File: src/rtl/tile_line_sched.sv
// Per-scanline scheduler for the background tile fetch engine: launches one fetch
// per visible line, streams the returned tile rows into a ping-pong line buffer.
module tile_line_sched #(
  parameter int COLS        = 40,
  parameter int LAST_VIS    = 479,
  parameter int VTOTAL_LAST = 524
) (
  input  logic         clk,
  input  logic         reset,
  input  logic         line_req,
  input  logic [9:0]   line_vcount,
  input  logic         cfg_we,
  input  logic [1:0]   cfg_tilemap_idx,
  input  logic         overrun_clr,
  input  logic         tile_done,
  input  logic [255:0] tile_data,
  output logic         tile_start,
  output logic [9:0]   tile_vcount,
  output logic [1:0]   tile_tilemap_idx,
  output logic         lb_we,
  output logic         lb_bank,
  output logic [5:0]   lb_addr,
  output logic [255:0] lb_data,
  output logic         busy,
  output logic         overrun
);

  typedef enum logic [2:0] {
    IDLE   = 3'd0,
    LAUNCH = 3'd1,
    FILL   = 3'd2,
    STREAM = 3'd3,
    DRAIN  = 3'd4
  } state_t;

  localparam logic [9:0] LAST_VIS_V    = 10'(LAST_VIS);
  localparam logic [9:0] VTOTAL_LAST_V = 10'(VTOTAL_LAST);
  localparam logic [5:0] LAST_COL      = 6'(COLS - 1);

  state_t       r_state;
  logic         r_fill_cnt;
  logic [5:0]   r_col;
  logic         r_tile_start;
  logic [9:0]   r_tile_vcount;
  logic [1:0]   r_pending;
  logic [1:0]   r_active;
  logic         r_lb_we;
  logic         r_lb_bank;
  logic         r_busy;
  logic         r_overrun;

  logic         w_visible;
  logic         w_frame_end;
  logic         w_accept;
  logic         w_target_lsb;

  assign w_visible   = (line_vcount < LAST_VIS_V);
  assign w_frame_end = (line_vcount == VTOTAL_LAST_V);
  assign w_accept    = line_req && (w_visible || w_frame_end);
  // Only the bank bit of the target line (vcount+1, or 0 at frame wrap) is needed.
  assign w_target_lsb = w_frame_end ? 1'b0 : ~line_vcount[0];

  always_ff @(posedge clk or negedge reset) begin
    if (!reset) begin
      r_state       <= IDLE;
      r_fill_cnt    <= 1'b0;
      r_col         <= 6'd0;
      r_tile_start  <= 1'b0;
      r_tile_vcount <= 10'd0;
      r_pending     <= 2'd0;
      r_active      <= 2'd0;
      r_lb_we       <= 1'b0;
      r_lb_bank     <= 1'b0;
      r_busy        <= 1'b0;
      r_overrun     <= 1'b0;
    end else begin
      if (cfg_we) begin
        r_pending <= cfg_tilemap_idx;
      end

      // A dropped request outranks a clear in the same cycle.
      if (line_req && (r_state != IDLE)) begin
        r_overrun <= 1'b1;
      end else if (overrun_clr) begin
        r_overrun <= 1'b0;
      end

      case (r_state)
        IDLE: begin
          if (w_accept) begin
            r_state       <= LAUNCH;
            r_tile_start  <= 1'b1;
            r_busy        <= 1'b1;
            r_lb_bank     <= w_target_lsb;
            r_tile_vcount <= line_vcount;
            if (w_frame_end) begin
              r_active <= r_pending;
            end
          end
        end
        LAUNCH: begin
          r_tile_start <= 1'b0;
          r_fill_cnt   <= 1'b0;
          r_state      <= FILL;
        end
        FILL: begin
          // Two cycles of engine latency before column 0 is on tile_data.
          if (r_fill_cnt) begin
            r_state <= STREAM;
            r_lb_we <= 1'b1;
            r_col   <= 6'd0;
          end else begin
            r_fill_cnt <= 1'b1;
          end
        end
        STREAM: begin
          if (r_col == LAST_COL) begin
            r_lb_we <= 1'b0;
            r_col   <= 6'd0;
            if (tile_done) begin
              r_state <= IDLE;
              r_busy  <= 1'b0;
            end else begin
              r_state <= DRAIN;
            end
          end else begin
            r_col <= r_col + 6'd1;
          end
        end
        DRAIN: begin
          if (tile_done) begin
            r_state <= IDLE;
            r_busy  <= 1'b0;
          end
        end
        default: begin
          r_state      <= IDLE;
          r_tile_start <= 1'b0;
          r_lb_we      <= 1'b0;
          r_col        <= 6'd0;
          r_busy       <= 1'b0;
        end
      endcase
    end
  end

  assign tile_start       = r_tile_start;
  assign tile_vcount      = r_tile_vcount;
  assign tile_tilemap_idx = r_active;
  assign lb_we            = r_lb_we;
  assign lb_bank          = r_lb_bank;
  assign lb_addr          = r_col;
  assign lb_data          = tile_data;
  assign busy             = r_busy;
  assign overrun          = r_overrun;

endmodule

File: config.mk
export PLATFORM = sky130hd
export DESIGN_NAME = tile_line_sched
export DESIGN_NICKNAME = d
export VERILOG_FILES = /design/src/rtl/tile_line_sched.sv
export SDC_FILE = /design/constraint.sdc
export NUM_CORES = 1
export LEC_CHECK = 0
export ABC_AREA = 1
export BUFFER_PORTS_ARGS = -buffer_cell sky130_fd_sc_hd__buf_2
export CAP_MARGIN = 20
export CORE_AREA = 2 2 215 217
export DETAILED_ROUTE_END_ITERATION = 16
export DIE_AREA = 0 0 217 219
export GPL_ROUTABILITY_DRIVEN = 0
export PLACE_DENSITY_LB_ADDON = 0.12
export SETUP_SLACK_MARGIN = 0.4
export SLEW_MARGIN = 30
export SYNTH_ARGS = -nofsm -noshare
export SYNTH_HDL_FRONTEND = slang
export SYNTH_SLANG_ARGS = --single-unit
File: constraint.sdc
create_clock -name clk -period 2.8 [get_ports clk]
set_clock_uncertainty 0.15 [all_clocks]
set_input_delay 0.42 -clock clk [delete_from_list [all_inputs] [get_ports clk]]
set_output_delay 0.42 -clock clk [all_outputs]
set_load 0.1 [all_outputs]
==> impl_results.md <==
* Initial Util at between 7 and 8%
* Sink Count at 29
* Setup TNS at 0 ns
* Syn Std Cell Area at around 3400 um2
* Kind of start point of the critical path: flop
* Diodes inserted at 0
* # setup viols final at 0
* Pins over their slew limit at 0
* Slew margin rel. at 63.8%
* Clk_lat worst skew at around 0.29 ns
* Final hold violation count at 0
* CTS tree: yes
* Pwr/cell area at 1070 nW/um2
* Max_cap viols at 0
* Worst Hold Class: in -> reg
* R2R depth at 6
* Post-layout minimum cycle time at 1.78 ns
* CP bufs+invs at 1
* CTS Root Cell: clkbuf_16
* Postcts setup bufs at 0
* GR Util met3 at 4.02%
* Worst EP required at around 2.2 ns
* Core ar. at around 45,000 um2
* First drt pass iteration count at 4
* Die area at 47,500 um2
* M1 GR Usage at around 3.5%
* Number of buffers added on ports at 40
* Leak at approximately 1.0 nW
* Width of the die at between 200 and 250 um
* Post-Synthesis Cells at 431
* F_max at 0.563 GHz
* Initial DRC count at 53
* HPWL Detailed at between 8 and 9 mm
* Syn Nets at just over 700
* Crit path max fanout at 5
* Fill cells at 5,367
* Total wire length at roughly 11 mm
* Vias in the first global route at 1,856
* Netlist cell types at 23
* Area Overhead vs Synth at -24.5%
* Post-route ant nets at 0
* Crit path DAT at 1.21 ns
* Initial antenna violation count at 1
* CP Cell Sequence: buf_2
* H-tree levels at 2
* CTS max path bufs at 2
* CP Class: reg -> out
* Placed cells at 813
* Vias per cell at ~2.1
* CP max-delay cell: buf_2
* Crit path depth at 1
* Remaining DRCs at 0
* Syn avg cell area at slightly below 8 um2
* Setup WS pre-CTS at 0.610 ns
* GR Layer Usage met2 at between 5 and 6%
* Post-route insts no fill at around 800
* Clk pin slew, worst setup/hold paths at about 0.060 ns
* VDD IR max at approximately 0.00041 V
* First-pass GRT wire length at around 14 mm
* Routed len/inst at between 10 and 15 um
* CP delay by family, top: buffers and inverters
* GRT busiest layer: met2
* Syn. warnings at 0
* CP peak stage delay at a little under 0.5 ns
* Final core utilization at under 10%
* Via count of the routed design at about 1,700
* Synth Register Bits at 29
* Final instance area at approximately 2500 um2
* Post-synthesis sequential area ratio at between 20% and 30%
* Final cycle utilization of the critical path at 63.4%
* Final nets at just under 500
* Largest net degree at the start of global routing at 30
* Fraction of layout cells with a size suffix above 1 at between 30% and 40%
* Placed instance area at 2370 um2
* Die height at 219 um
* Final worst slack at around 1.0 ns
* Worst-margin pin slew at approximately 0.55 ns
* Num CTS Buffers at 5
* RSZ-0062 raised after global routing: no
* Outcome: completed
* WHS Path Cells at 2
* Gr usage total at 4.50%
* Critical Path Sink Type: output pin
* FP Rows at 78
* Total gr overflow at 0
* IO Pins at about 550
-- metal layers --
metal  up-vias  share of wire [%]
met3       124                 20
li1        652                  -
met4         4                 12
met1       708                 28
met5         -               0.66
met2       240                 40
-- sequential cells by signal (all words and copies together) (netlist names) --
name,cells
busy,1
lb_addr,6
lb_bank,1
lb_we,1
overrun,1
r_fill_cnt,1
r_pending,2
r_state,3
tile_start,1
tile_tilemap_idx,2
tile_vcount,10
-- area by class of cell --
class | count | area, um2 | area share, %
multi-input combinational | 118 | 592 | 23.3
clock inverter | 2 | 10.0 | 0.395
inverter | 26 | 97.6 | 3.85
tap | 600 | 751 | 29.6
timing repair buffer | 42 | 230 | 9.08
sequential | 29 | 726 | 28.6
clock buffer | 6 | 129 | 5.08
-- per-stage QoR --
stage               hold WS, ns  power, mW
floorplan               -0.0256       3.59
finish                    0.181       2.71
detailed placement        0.316       2.21
CTS                       0.122       2.81
global route              0.177       2.92
global placement          0.320       2.22
-- cell families after synthesis --
logic type                 after synthesis  synth area share [%]
AOI/OAI and AO/OA                       21                  3.80
buffers and inverters                  284                  60.8
adders and majority gates                1                 0.372
and+or+nand+nor                         94                  12.8
muxes                                    2                 0.670
DFF                                     29                  21.6
-- Yosys cell counts, drive strengths merged --
library cell  instances  area, um2
buf                 258       1940
nand2                53        206
dfrtp                29        726
inv                  26       97.6
nor2                 19       86.3
o21ai                16       98.8
nand3                14       85.1
a21oi                 4       20.0
nand4                 4       25.0
nor3                  3       20.0
mux2                  2       22.5
a22o                  1       8.76
and3                  1       6.26
ha                    1       12.5
-- path summary, 6_finish.rpt --
check                          startpoint              to  slack (ns)
hold / removal                overrun_clr         overrun        0.18
max in group asynchronous           reset  tile_vcount[5]        1.65
min in group asynchronous           reset    r_pending[0]        0.40
setup / recovery               lb_addr[4]      lb_addr[4]        1.02
setup reg to reg               r_state[1]  tile_vcount[9]        1.05
hold reg to reg            tile_vcount[2]  tile_vcount[2]        0.33
-- layout by cell type (no fill, tap or decap), types with 2 or more instances in the layout --
cell,instances
a21oi_1,4
buf_2,40
clkbuf_16,5
clkinv_2,2
dfrtp_1,29
inv_1,22
inv_2,4
mux2_2,2
nand2_1,52
nand3_1,11
nand3_2,3
nand4_1,4
nor2_1,15
nor2_2,3
nor3_1,2
o21ai_0,8
o21ai_1,3
o21ai_2,5
-- timing repair --
item,in CTS,in global routing
hold buffers,0,1
hold endpoints to repair,0,9
resized for setup,0,0
-- power by group --
group          leakage (nW)  internal [mW]  switching, mW
clock                0.0706          0.327          0.231
combinational         0.576          0.249           1.23
sequential            0.372          0.563          0.112
total                  1.02           1.14           1.57
Power figures use the tool's default switching activity.
